### src/rtl/sram_port_arbiter_pkg.sv
`default_nettype none
// ============================================================================
// Module      : sram_port_arbiter_pkg
// Description : Shared requester indices, FSM state type and helpers for the
//               SRAM port arbiter.
// Revision    : 1.0 - initial release
// ============================================================================
package sram_port_arbiter_pkg;

    localparam logic [1:0] REQ_SLAVE_WR  = 2'd0;
    localparam logic [1:0] REQ_SLAVE_RD  = 2'd1;
    localparam logic [1:0] REQ_MASTER_WR = 2'd2;
    localparam logic [1:0] REQ_MASTER_RD = 2'd3;

    localparam int DATA_W_DEFAULT = 16;

    typedef enum logic [1:0] {
        IDLE      = 2'd0,
        WAIT_HINT = 2'd1,
        RELEASE   = 2'd2
    } arb_state_t;

    function automatic logic [3:0] onehot4(input logic [1:0] idx);
        logic [3:0] v;
        v      = 4'b0000;
        v[idx] = 1'b1;
        return v;
    endfunction

endpackage
`default_nettype wire

### src/rtl/sram_port_arbiter_rr_pick4.sv
`default_nettype none
// ============================================================================
// Module      : rr_pick4
// Description : Combinational 4-way round-robin picker; search starts at
//               last+1 and the first eligible index wins.
// Revision    : 1.0 - initial release
// ============================================================================
module rr_pick4 (
    input  logic [3:0] eligible,
    input  logic [1:0] last,
    output logic [1:0] winner,
    output logic       any
);

    logic [1:0] w_idx;

    // Walk offsets from farthest to nearest so the nearest eligible index
    // (starting at last+1) is the final assignment.
    always_comb begin
        winner = 2'd0;
        w_idx  = 2'd0;
        any    = |eligible;
        for (int k = 4; k >= 1; k--) begin
            w_idx = last + 2'(k);
            if (eligible[w_idx]) begin
                winner = w_idx;
            end
        end
    end

endmodule
`default_nettype wire

### src/rtl/sram_port_arbiter.sv
`default_nettype none
// ============================================================================
// Module      : sram_port_arbiter
// Description : Round-robin arbiter sharing the single-port SRAM FIFO
//               controller between four SPI requesters, with hint watchdog.
// Revision    : 1.0 - initial release
// ============================================================================
module sram_port_arbiter
    import sram_port_arbiter_pkg::*;
#(
    parameter int DATA_W         = DATA_W_DEFAULT,
    parameter int TIMEOUT_CYCLES = 64
) (
    input  logic              clk,
    input  logic              rst,
    input  logic [3:0]        req,
    input  logic [DATA_W-1:0] wdata_slave,
    input  logic [DATA_W-1:0] wdata_master,
    input  logic              fifo_i_full,
    input  logic              fifo_i_empty,
    input  logic              fifo_o_full,
    input  logic              fifo_o_empty,
    output logic [3:0]        sram_cmd,
    output logic [DATA_W-1:0] sram_wdata,
    input  logic              sram_hint,
    input  logic [DATA_W-1:0] sram_rdata,
    output logic [3:0]        done,
    output logic [DATA_W-1:0] rdata,
    output logic              busy,
    output logic              timeout_err,
    input  logic              err_clr
);

    localparam int               CNT_W       = $clog2(TIMEOUT_CYCLES + 1);
    localparam logic [CNT_W-1:0] c_cnt_max   = CNT_W'(TIMEOUT_CYCLES);
    localparam logic [CNT_W-1:0] c_cnt_last  = CNT_W'(TIMEOUT_CYCLES - 1);

    arb_state_t        r_state;
    arb_state_t        w_state_next;
    logic [1:0]        r_last;
    logic [1:0]        r_idx;
    logic [3:0]        r_cmd;
    logic [DATA_W-1:0] r_wdata;
    logic [3:0]        r_done;
    logic [DATA_W-1:0] r_rdata;
    logic              r_timeout_err;
    logic [CNT_W-1:0]  r_cnt;

    logic [3:0]        w_eligible;
    logic [1:0]        w_winner;
    logic              w_any;
    logic              w_issue;
    logic              w_complete;
    logic              w_abort;

    assign w_eligible[REQ_SLAVE_WR]  = req[REQ_SLAVE_WR]  & ~fifo_i_full;
    assign w_eligible[REQ_SLAVE_RD]  = req[REQ_SLAVE_RD]  & ~fifo_o_empty;
    assign w_eligible[REQ_MASTER_WR] = req[REQ_MASTER_WR] & ~fifo_o_full;
    assign w_eligible[REQ_MASTER_RD] = req[REQ_MASTER_RD] & ~fifo_i_empty;

    rr_pick4 u_pick (
        .eligible (w_eligible),
        .last     (r_last),
        .winner   (w_winner),
        .any      (w_any)
    );

    always_ff @(posedge clk or posedge rst) begin
        if (rst) begin
            r_state <= IDLE;
        end else begin
            r_state <= w_state_next;
        end
    end

    // Hint takes precedence over a coincident watchdog expiry.
    always_comb begin
        w_state_next = r_state;
        w_issue      = 1'b0;
        w_complete   = 1'b0;
        w_abort      = 1'b0;
        case (r_state)
            IDLE: begin
                if (w_any) begin
                    w_issue      = 1'b1;
                    w_state_next = WAIT_HINT;
                end
            end
            WAIT_HINT: begin
                if (sram_hint) begin
                    w_complete   = 1'b1;
                    w_state_next = RELEASE;
                end else if (r_cnt == c_cnt_last) begin
                    w_abort      = 1'b1;
                    w_state_next = RELEASE;
                end
            end
            RELEASE: begin
                if (!sram_hint) begin
                    w_state_next = IDLE;
                end
            end
            default: begin
                w_state_next = IDLE;
            end
        endcase
    end

    always_ff @(posedge clk or posedge rst) begin
        if (rst) begin
            r_last        <= REQ_MASTER_RD;
            r_idx         <= 2'd0;
            r_cmd         <= 4'b0000;
            r_wdata       <= '0;
            r_done        <= 4'b0000;
            r_rdata       <= '0;
            r_timeout_err <= 1'b0;
            r_cnt         <= '0;
        end else begin
            r_done <= 4'b0000;

            if (w_issue) begin
                r_idx  <= w_winner;
                r_last <= w_winner;
                r_cmd  <= onehot4(w_winner);
                r_cnt  <= '0;
                if (w_winner == REQ_SLAVE_WR) begin
                    r_wdata <= wdata_slave;
                end else if (w_winner == REQ_MASTER_WR) begin
                    r_wdata <= wdata_master;
                end
            end else if (r_state == WAIT_HINT && r_cnt != c_cnt_max) begin
                r_cnt <= r_cnt + 1'b1;
            end

            if (w_complete) begin
                r_cmd  <= 4'b0000;
                r_done <= onehot4(r_idx);
                if (r_idx[0]) begin
                    r_rdata <= sram_rdata;
                end
            end

            if (w_abort) begin
                r_cmd <= 4'b0000;
            end

            if (w_abort) begin
                r_timeout_err <= 1'b1;
            end else if (err_clr) begin
                r_timeout_err <= 1'b0;
            end
        end
    end

    assign sram_cmd    = r_cmd;
    assign sram_wdata  = r_wdata;
    assign done        = r_done;
    assign rdata       = r_rdata;
    assign busy        = (r_state != IDLE);
    assign timeout_err = r_timeout_err;

endmodule
`default_nettype wire
### config.mk
export PLATFORM = sky130hd
export DESIGN_NAME = sram_port_arbiter
export DESIGN_NICKNAME = d
export VERILOG_FILES = /design/src/rtl/sram_port_arbiter_pkg.sv /design/src/rtl/sram_port_arbiter_rr_pick4.sv /design/src/rtl/sram_port_arbiter.sv
export SDC_FILE = /design/constraint.sdc
export NUM_CORES = 1
export LEC_CHECK = 0
export CELL_PAD_IN_SITES_DETAIL_PLACEMENT = 0
export CELL_PAD_IN_SITES_GLOBAL_PLACEMENT = 1
export CORE_MARGIN = 2
export CORE_UTILIZATION = 35
export CTS_CLUSTER_SIZE = 30
export DETAILED_ROUTE_END_ITERATION = 12
export PLACE_DENSITY_LB_ADDON = 0.1
export SETUP_SLACK_MARGIN = 0.02
export SYNTH_ARGS = -nofsm -noshare
export SYNTH_HDL_FRONTEND = slang
export SYNTH_SLANG_ARGS = --single-unit
### constraint.sdc
create_clock -name clk -period 3.9 [get_ports clk]
set_clock_uncertainty 0.15 [all_clocks]
set_input_delay 0.78 -clock clk [delete_from_list [all_inputs] [get_ports clk]]
set_output_delay 0.78 -clock clk [all_outputs]
set_load 0.02 [all_outputs]
== Yosys cells after proc, flatten, opt, wreduce, memory -nomap -nowiden ==
Cells that the tools add are included.
Storage, ports and cells
  output and inout port bits: 42
  bits of input ports: 60
  bits in registers: 54
  logic and storage cells: 89
Operators by class
  $lt $le $gt $ge: 8
  multiplexer cells: 38
  bitwise gates (word level): 8
  add/subtract/negate cells: 4
  eq/ne operators: 8
  reduce and logical (&&, ||, !) cells: 14
Operator list (count)
  $mux 16: 2
  $lt 2x3->1 const B: 6
  $mux 2: 8
  $mux 4: 4
  $mux 1: 15
  $mux 7: 2
  $bmux 1 s2: 4
  $reduce_bool 2->1: 4
  $add 7x1->7 const B: 1
  $eq 7x6->1 const B: 1
  $ne 7x7->1 const B: 1
  $pmux 2 s3: 1
  $add 2x2->2 const B: 2
  $and 1x1->1: 4
  $demux 1 s2: 2
  $eq 2x2->1 const B: 2
  $ge 2x1->1 const B: 2
  $logic_not 2->1: 2
  $not 1->1: 4
  $reduce_and 2->1: 2
  $reduce_or 4->1: 1
  $logic_and 1x1->1: 3
  $ne 3x3->1 const B: 1
  $reduce_and 3->1: 1
  other kinds (5): 5

== Logic depth before layout (Yosys ltp) ==
Gate-level depths: netlist (run 1).
  word-level depth: 15
  mapped depth: 8
  mapped depth without buffers: 6

== By module ==
Synthesis (run 1) repeated with hierarchy kept, for this count alone.
Unflattened totals
  cells, all modules: 227
  area, all modules: 2538.7 µm²
Modules (own cells, without submodules)
  sram_port_arbiter: sequential area each 1353.8 µm², times used 1, area each 2447.3 µm², cells an instance 213
  rr_pick4: sequential area each 0.0 µm², times used 1, area each 91.3 µm², cells an instance 14

== Worst setup path before layout (run 1) ==
OpenSTA, ideal clock, no wires.
  kind: input -> register
  start: input fifo_o_empty
  end: register r_wdata[0] (netlist: sram_wdata[0])
  slack: 1644 ps
  path buffers: 3
  setup time: 81 ps
  stages on the path: 7
  required time: 3669 ps
  arrival: 2024 ps
  cells stage by stage: or4b_1 > o311a_1 > buf_6 > and3_4 > buf_6 > buf_6 > a31oi_2
On the way
  word-level cells in the longest chain between the ends: 11
  elaborated cells between the ends (all ways): 22
  classes of those cells: 1 x eq/ne; 15 x mux; 2 x bitwise; 4 x reduce/logical
Ends and longest elaborated chain
  start: declaration: RTL line sram_port_arbiter.sv:22  | input logic fifo_o_empty,
  $not 1->1 (*): RTL line sram_port_arbiter.sv:57  | assign w_eligible[REQ_SLAVE_RD] = req[REQ_SLAVE_RD] & ~fifo_o_empty;
  $and 1x1->1 (*): RTL line sram_port_arbiter.sv:57
  $bmux 1 s2: RTL line sram_port_arbiter_rr_pick4.sv:25  | if (eligible[w_idx]) begin
  $mux 1 (not written as such): RTL line sram_port_arbiter_rr_pick4.sv:25
  $mux 2 (4 in series): RTL line sram_port_arbiter_rr_pick4.sv:25
  $eq 2x2->1 / $logic_not 2->1 (equally long branches): RTL line sram_port_arbiter.sv:129, sram_port_arbiter.sv:127
  $reduce_bool 2->1 (no line)
  $reduce_and 2->1 (no line)
  end signal: assignment: RTL line sram_port_arbiter.sv:128  | r_wdata <= wdata_slave;
  end signal: assignment: RTL line sram_port_arbiter.sv:130  | r_wdata <= wdata_master;
  end: declaration: RTL line sram_port_arbiter.sv:43  | logic [DATA_W-1:0] r_wdata;
Mark *: on every way between the ends. The rest lies on a longest branch, timed or not. The select of a mux whose other input is x is not followed.
A chain may end at the register's enable or synchronous reset.

== Worst setup path in the final report (run 1) ==
  start: input fifo_i_empty
  end: register r_wdata[15] (netlist: sram_wdata[15])
On the way
  word-level cells in the longest chain between the ends: 11
  elaborated cells between the ends (all ways): 22
  classes of those cells: 1 x eq/ne; 15 x mux; 2 x bitwise; 4 x reduce/logical
Ends and longest elaborated chain
  start: declaration: RTL line sram_port_arbiter.sv:20  | input logic fifo_i_empty,
  $not 1->1 (*): RTL line sram_port_arbiter.sv:59  | assign w_eligible[REQ_MASTER_RD] = req[REQ_MASTER_RD] & ~fifo_i_empty;
  $and 1x1->1 (*): RTL line sram_port_arbiter.sv:59
  $bmux 1 s2: RTL line sram_port_arbiter_rr_pick4.sv:25
  $mux 1 (not written as such): RTL line sram_port_arbiter_rr_pick4.sv:25
  $mux 2 (4 in series): RTL line sram_port_arbiter_rr_pick4.sv:25
  $eq 2x2->1 / $logic_not 2->1 (equally long branches): RTL line sram_port_arbiter.sv:129, sram_port_arbiter.sv:127
  $reduce_bool 2->1 (no line)
  $reduce_and 2->1 (no line)
Marked as above.

==> results.yml, run 1 <==
global_route:
  antenna_found_initial: 0
  gr-usage-met1_pct: 20.8
  grt_use_met2_pct: 27.7
  grt_max_degree: 44
  grt_util_all_layers_pct: 16.6
  busiest_layer: "met2"
  grt_util_met3_pct: 5.87
  grt_pass1_wl_um: 11000
  grt_overflow_total: 0
  grt_pass1_vias: 2195
clock_tree:
  cts.sinks: 54
  cts_hold_buf: 0
  cts_tree: "yes"
  cts_setup_buffers: 0
  post_cts_resized: 0
  clk_latency_ns: 0.31
  clk_pin_slew_ns: 0.10
  cts_buffers: 5
  cts_root_buffer: "clkbuf_8"
  cts_buffer_depth: 2
  h-tree-depth: 2
logic_synthesis:
  ys_ff_latch: 54
  yosysSeqAreaShare_pct: 52.3
  syn_inst: 235
  yosys_warnings: 0
  yosys_most_used_dff: "dfrtp_1"
  synth_top_area_share_pct: 50.3
  synthTopCellsByArea: "dfrtp_1 (50%), mux2_2 (7.0%), a31oi_1 (6.0%)"
  synth-async-reset-ratio_pct: 100
  yosysTopAreaCell: "dfrtp_1"
  synth_edf_count: 0
  syn-cell-area_um2: 2590
  synth_fp_nets: 297
  syn_area_per_cell_um2: 11.0
  ys_types: 45
critical_path:
  cp_data_arrival_time_ns: 2.67
  r2r_cells: 4
  critPathMaxFanout: 18
  cp.required_ns: 3.93
  cp-end-kind: "flip-flop"
  worst-setup-path-type: "in -> reg"
  startpoint_type: "input pin"
place:
  post-place-ws_ns: 0.916
  place_congestion: 0.777
  dp_hpwl_um: 4550
  port_buffers: 101
sta:
  fin_ws_ns: 1.27
  min_period_ns: 2.63
  clock.fmax_mhz: 380
  rsz0062_at_grt: "no"
  slew_headroom_pct: 39.1
  worst_pin_slew_ns: 0.913
  setup_violations: 0
  fin_crit_sh_pct: 67.5
  setup_tns_ns: 0
  finalMaxSlewViolations: 0
  hold_viol_final: 0
hold_path:
  hold_path.class: "reg -> reg"
  whs_path_depth: 1
floorplan:
  fp-row-count: 31
  die_h_um: 90.0
  die_x_um: 90.0
  core_um2: 7210
  start_util_pct: 35.8
  io_pins: 102
  fp.dieArea_um2: 8090
routing:
  vias: 2222
  drt_iter0_drc: 69
  drc: 0
  drtPass1Iterations: 5
  routed_wl_um: 6460
  wl_per_cell_um: 15.0
  ant_nets: 0
  vias_per_cell: 5.14
finish:
  area_growth_pct: 47.1
  fin_nets: 394
  diodes: 0
  layout_common_cells: "clkdlybuf4s50_1 (101), dfrtp_1 (52), a31oi_1 (25), nand3_1 (20), o21ai_0 (17)"
  mostFrequentLayoutCell: "clkdlybuf4s50_1"
  drive_gt1_share_pct: 13.5
  fin_util_pct: 52.7
status:
  status: "finished clean"
power:
  ir_worst_vdd_mv: 0.280
  p_leak_nw: 1.50
  p_per_area_nw_per_um2: 714
job:
  cap_violations: 0
==> kinds of logic (layout without fill, tap and decap cells) <==
logic type / after synthesis / count (layout) / synth area share (%)
AO/OA/AOI/OAI: 69 / 69 / 19.6
buffers and inverters: 23 / 121 / 4.35
adder cells (fa/ha/maj): 2 / 2 / 0.967
multiplexers: 17 / 17 / 7.35
XOR/XNOR: 6 / 6 / 2.03
flip-flops: 54 / 54 / 52.3
AND/OR/NAND/NOR: 64 / 64 / 13.3
==> path summary, 6_finish.rpt <==
path,endpoint,startpoint,slack (ns)
hold reg to reg,done[1],r_idx[1],0.34
hold / removal,done[1],r_idx[1],0.34
setup reg to reg,sram_wdata[15],r_last[1],1.63
min in group asynchronous,sram_wdata[11],rst,0.83
setup / recovery,sram_wdata[15],fifo_i_empty,1.27
max in group asynchronous,rdata[2],rst,2.08
==> routing by layer <==
metal / wire length [um] / vias to the layer above
li1: - / 1069
met1: 2740 / 1061
met2: 3150 / 84
met3: 526 / 8
met4: 54 / 0
met5: 0 / -
==> critical path, cell delays in order <==
cell and delay, ns:
clkdlybuf4s50_1 0.47, nand4bb_1 0.19, o311a_1 0.62, and3_4 0.47, a31oi_2 0.13
==> area by class of cell <==
type,count,area [um^2]
Sequential cell,54,1350
Timing Repair Buffer,106,1050
Multi-Input combinational cell,158,1130
Tap cell,99,124
Clock buffer,5,68.8
Inverter,7,26.3
Fill cell,685,3410
Clock inverter,3,48.8
==> where the power goes <==
group,switching (mW),internal [mW]
logic,0.702,0.675
clock network,0.192,0.196
registers,0.151,0.802
total,1.04,1.67
==> synthesized netlist by cell type, drive strengths merged (2+ instances only) <==
| library cell | number |
|---|---|
| nor2 | 15 |
| o21ai | 17 |
| nand2 | 6 |
| nand4 | 2 |
| a31oi | 33 |
| a32o | 2 |
| clkbuf | 10 |
| nor2b | 4 |
| dfrtp | 52 |
| nand2b | 5 |
| o2bb2ai | 2 |
| ha | 2 |
| o21a | 3 |
| nor3 | 2 |
| nand3 | 20 |
| and4 | 2 |
| xnor2 | 3 |
| mux2 | 16 |
| buf | 6 |
| xor2 | 3 |
| dfstp | 2 |
| inv | 7 |
==> registers in the layout, summed over array words and instances (netlist names) <==
name and cells:
r_last 2, sram_cmd 4, rdata 16, r_idx 2
r_state 2, r_cnt 7, sram_wdata 16, done 4
timeout_err 1
==> stage by stage <==
step                      area [um^2]  power, mW  std cells  hold slack (ns)
final                            3800       2.72        432            0.343
after global routing             3800       2.91        432            0.375
after CTS                        3800       2.75        432            0.347
after detailed placement         3690       2.36        424            0.332
after global placement           3690       2.34        424            0.326
after floorplan                  2590       1.76        235            0.300
(Power assumes the default switching activity.)
==> inputs of run 2 (changes only) <==
- CORE_UTILIZATION: 35 -> 33
- clock period: 3.9 -> 2.5 ns (I/O delays scaled with it)
==> results.yml, run 2 (synthesis results as in run 1) <==
hold_path:
  hold_path.class: "reg -> reg"
place:
  place_inst: 439
  place_congestion: 0.803
  post-place-ws_ns: 0.0934
  port_buffers: 101
  dp_hpwl_um: 5030
clock_tree:
  cts_buffer_depth: 2
  cts_setup_buffers: 0
  cts.sinks: 54
  cts_root_buffer: "clkbuf_8"
  cts_buffers: 5
  h-tree-depth: 2
  clk_latency_ns: 0.31
  cts_hold_buf: 0
  post_cts_resized: 0
  cts_tree: "yes"
  clk_pin_slew_ns: 0.10
finish:
  fin_util_pct: 51.2
  mostFrequentLayoutCell: "clkdlybuf4s50_1"
  final_cells: 447
  diodes: 0
  drive_gt1_share_pct: 16.5
  fin_nets: 406
  layout_common_cells: "clkdlybuf4s50_1 (101), dfrtp_1 (52), a31oi_1 (25), nand3_1 (20), o21ai_0 (17)"
  area_growth_pct: 51.3
status:
  status: "finished clean"
critical_path:
  max_stage_delay_ns: 0.54
  worst-setup-path-type: "reg -> out"
  cp_data_arrival_time_ns: 1.62
  startpoint_type: "flip-flop"
  cp_cell_sequence: "or2_2 > clkdlybuf4s50_1"
  cp-end-kind: "output pin"
  critPathMaxFanout: 5
  cp_slowest_cell: "clkdlybuf4s50_1"
  cp.required_ns: 1.85
global_route:
  grt_max_degree: 27
  grt_overflow_total: 0
  grt_util_all_layers_pct: 16.7
  grt_pass1_wl_um: 11300
  antenna_found_initial: 0
  grt_pass1_vias: 2296
sta:
  setup_tns_ns: 0
  setup_violations: 0
  clock.fmax_mhz: 440
  slew_headroom_pct: 70.5
  rsz0062_at_grt: "no"
  fin_ws_ns: 0.228
  fin_crit_sh_pct: 90.9
  worst_pin_slew_ns: 0.442
  finalMaxSlewViolations: 0
  min_period_ns: 2.27
  hold_viol_final: 0
power:
  ir_worst_vdd_mv: 0.454
  p_per_area_nw_per_um2: 1100
  power.total_mw: 4.30
  p_leak_nw: 1.57
routing:
  routed_wl_um: 6770
  drtPass1Iterations: 4
  ant_nets: 0
  wl_per_cell_um: 15.1
  vias: 2248
  vias_per_cell: 5.03
  drt_iter0_drc: 56
  drc: 0
floorplan:
  fp-row-count: 32
  core_um2: 7650
  fp.dieArea_um2: 8560
  die_x_um: 92.5
  start_util_pct: 33.8
  die_h_um: 92.5
  io_pins: 102
job:
  cap_violations: 0
==> run 2: worst paths after layout <==
check                      startpoint        endpoint  slack [ns]  cells past startpoint
setup / recovery           r_state[0]            busy        0.23                      2
hold / removal               r_idx[1]         done[1]        0.34                      1
setup reg to reg           r_state[0]  sram_wdata[10]        0.59                      4
hold reg to reg              r_idx[1]         done[1]        0.34                      1
max in group asynchronous         rst       r_last[0]        1.26                      3
min in group asynchronous         rst        rdata[5]        0.35                      2
==> run 2: worst max-delay path: cells and delay by family (launching register included) <==
kind | cells | cell delay [ns]
buffers and inverters | 1 | 0.54
flip-flops | 1 | 0.43
AND/OR/NAND/NOR | 1 | 0.34
==> run 2: layout make-up <==
| type | instances | area (um^2) |
|---|---|---|
| fillers | 679 | 3730 |
| clock inverters | 3 | 40.0 |
| multi-input cells | 158 | 1130 |
| clock buffers | 5 | 68.8 |
| well taps | 102 | 128 |
| flip-flops and latches | 54 | 1350 |
| repair buffers | 118 | 1160 |
| inverters | 7 | 26.3 |
==> run 2: per-layer routing <==
layer	wire length [um]	global-route usage [%]	vias to the layer above	part of all wire [%]
met5	0	0	-	0
met4	78	4.98	0	1.2
met3	502	5.21	5	7.4
met2	3220	27.6	76	48
met1	2960	21.0	1073	44
li1	-	-	1094	-
==> run 2: power by group <==
part / total (mW) / internal (mW) / switching (mW)
sequential: 1.49 / 1.25 / 0.242
combinational: 2.22 / 1.12 / 1.10
clock: 0.586 / 0.295 / 0.291
==> run 2: metrics by stage <==
| step | instance area (um^2) | hold WS [ns] |
|---|---|---|
| after CTS | 3910 | 0.351 |
| after floorplan | 2590 | 0.300 |
| after global placement | 3800 | 0.329 |
| final | 3910 | 0.337 |
| after detailed placement | 3800 | 0.327 |
| after global routing | 3910 | 0.375 |
==> inputs of run 3 (changes only) <==
- CTS_CLUSTER_SIZE: 30 -> unset
- SYNTH_HIERARCHICAL: unset -> 1
==> results.yml, run 3 <==
sta:
  min_period_ns: 2.29
  hold_viol_final: 0
  slew_headroom_pct: 77.2
  worst_pin_slew_ns: 0.342
  setup_violations: 0
  fin_ws_ns: 0.206
  finalMaxSlewViolations: 0
  clock.fmax_mhz: 436
  fin_crit_sh_pct: 91.7
  finalHoldWorstSlack_ns: 0.322
  rsz0062_at_grt: "no"
logic_synthesis:
  synth_mux_area_share_pct: 14.2
  yosys_most_used_dff: "dfrtp_1"
  synth_top_family_by_area: "simple AND/OR/NAND/NOR gates"
  yosysTopAreaCell: "dfrtp_1"
  yosys_warnings: 6
  ys_ff_latch: 54
  synth_compound_area_share_pct: 11.3
  synth_common_cells: "dfrtp_1 (52), a21oi_1 (26), nor2_1 (21), nand2_1 (19), mux2i_1 (18)"
  ys_types: 43
  synth_simple_gate_area_share_pct: 16.6
  yosysSeqAreaShare_pct: 53.3
  syn-cell-area_um2: 2540
  synthTopCellsByArea: "dfrtp_1 (51%), mux2i_1 (7.1%), mux2_2 (7.1%)"
  synth-async-reset-ratio_pct: 100
  synth_xor_area_share_pct: 0
  synth_edf_count: 0
  yosysMostFrequentCell: "dfrtp_1"
  syn_area_per_cell_um2: 11.2
  synth_fa_ha_area_share_pct: 0.986
  synth_top_area_share_pct: 51.3
  synth_fp_nets: 289
  syn_inst: 227
floorplan:
  die_h_um: 91.7
  start_util_pct: 34.4
  fp.dieArea_um2: 8410
  core_um2: 7370
  io_pins: 102
  die_x_um: 91.7
  fp-row-count: 31
clock_tree:
  cts_buffer_depth: 2
  cts_root_buffer: "clkbuf_8"
  cts_hold_buf: 0
  cts_buffers: 5
  clk_latency_ns: 0.31
  clk_pin_slew_ns: 0.11
  cts.sinks: 54
  h-tree-depth: 2
  post_cts_resized: 0
  cts_tree: "yes"
  cts_setup_buffers: 0
critical_path:
  cp.required_ns: 2.57
  cp_data_arrival_time_ns: 2.37
  startpoint_type: "input pin"
  critPathMaxFanout: 32
  worst-setup-path-type: "in -> reg"
  cp-end-kind: "flip-flop"
place:
  port_buffers: 101
  dp_hpwl_um: 4450
  post-place-ws_ns: -0.115
  place_inst: 430
  place_congestion: 0.709
finish:
  fin_util_pct: 52.2
  mostFrequentLayoutCell: "clkdlybuf4s50_1"
  fillers: 667
  area_growth_pct: 51.7
  diodes: 0
  drive_gt1_share_pct: 15.6
  fin_nets: 400
  final_cells: 438
  layout_common_cells: "clkdlybuf4s50_1 (101), dfrtp_1 (52), a21oi_1 (26), nor2_1 (21), nand2_1 (19)"
routing:
  wl_per_cell_um: 13.7
  routed_wl_um: 6020
  drt_iter0_drc: 83
  vias: 2073
  vias_per_cell: 4.73
  drc: 0
  drtPass1Iterations: 4
  ant_nets: 0
global_route:
  grt_pass1_vias: 2131
  grt_overflow_total: 0
  grt_util_all_layers_pct: 14.8
  antenna_found_initial: 0
  grt_pass1_wl_um: 10100
  grt_max_degree: 55
status:
  status: "finished clean"
power:
  p_leak_nw: 1.60
  p_per_area_nw_per_um2: 1080
  power.total_mw: 4.16
  ir_worst_vdd_mv: 0.502
hold_path:
  hold_path.class: "reg -> reg"
job:
  cap_violations: 0
## run 3: layout make-up
class / count / area, um^2 / area share, %
Sequential cell: 54 / 1350 / 35.2
Timing Repair Buffer: 115 / 1150 / 30.0
Multi-Input combinational cell: 155 / 1090 / 28.4
Tap cell: 99 / 124 / 3.22
Clock buffer: 6 / 82.6 / 2.14
Inverter: 7 / 26.3 / 0.682
Clock inverter: 2 / 17.5 / 0.455
## run 3: report_power, final
part           switching [mW]  leakage, nW  internal [mW]
registers               0.214        0.657           1.24
logic                    1.08        0.888           1.09
clock network           0.297       0.0514          0.229
## run 3: cell families after synthesis
kind of cell	after synthesis
adder cells (fa/ha/maj)	2
buffers and inverters	18
flip-flops	54
AND/OR/NAND/NOR	74
AO/OA/AOI/OAI	45
multiplexers	34
## run 3: worst paths after layout
kind,from,to,slack (ns),depth (start not counted)
max reg2reg,r_last[1],sram_wdata[11],0.54,6
min in group asynchronous,rst,rdata[11],0.40,3
max,req[2],sram_wdata[11],0.21,9
max in group asynchronous,rst,r_last[0],1.49,3
min,r_idx[1],done[1],0.32,1
min reg2reg,r_idx[1],done[1],0.32,1
## run 3: worst max-delay path: stages
cell and delay (ns):
clkdlybuf4s50_1 0.45, nor2b_1 0.19, and2b_1 0.23, a21oi_2 0.12, o221ai_2 0.17, nor4b_4 0.30
buf_12 0.22, nor2_1 0.05, a21oi_1 0.13
## run 3: metrics by stage
stage	instance area, um^2	TNS, ns
CTS	3850	0
detailed placement	3750	-1.41
finish	3850	0
floorplan	2540	0
global route	3850	0
global placement	3750	-0.704
## run 3: routing by layer
layer / part of all wire, % / wire (um) / vias up / GRT usage, %
li1: - / - / 1013 / -
met5: 0 / 0 / - / 0
met4: 1.0 / 63 / 0 / 4.10
met2: 48 / 2910 / 58 / 24.2
met1: 43 / 2610 / 997 / 19.0
met3: 7.2 / 432 / 5 / 4.77
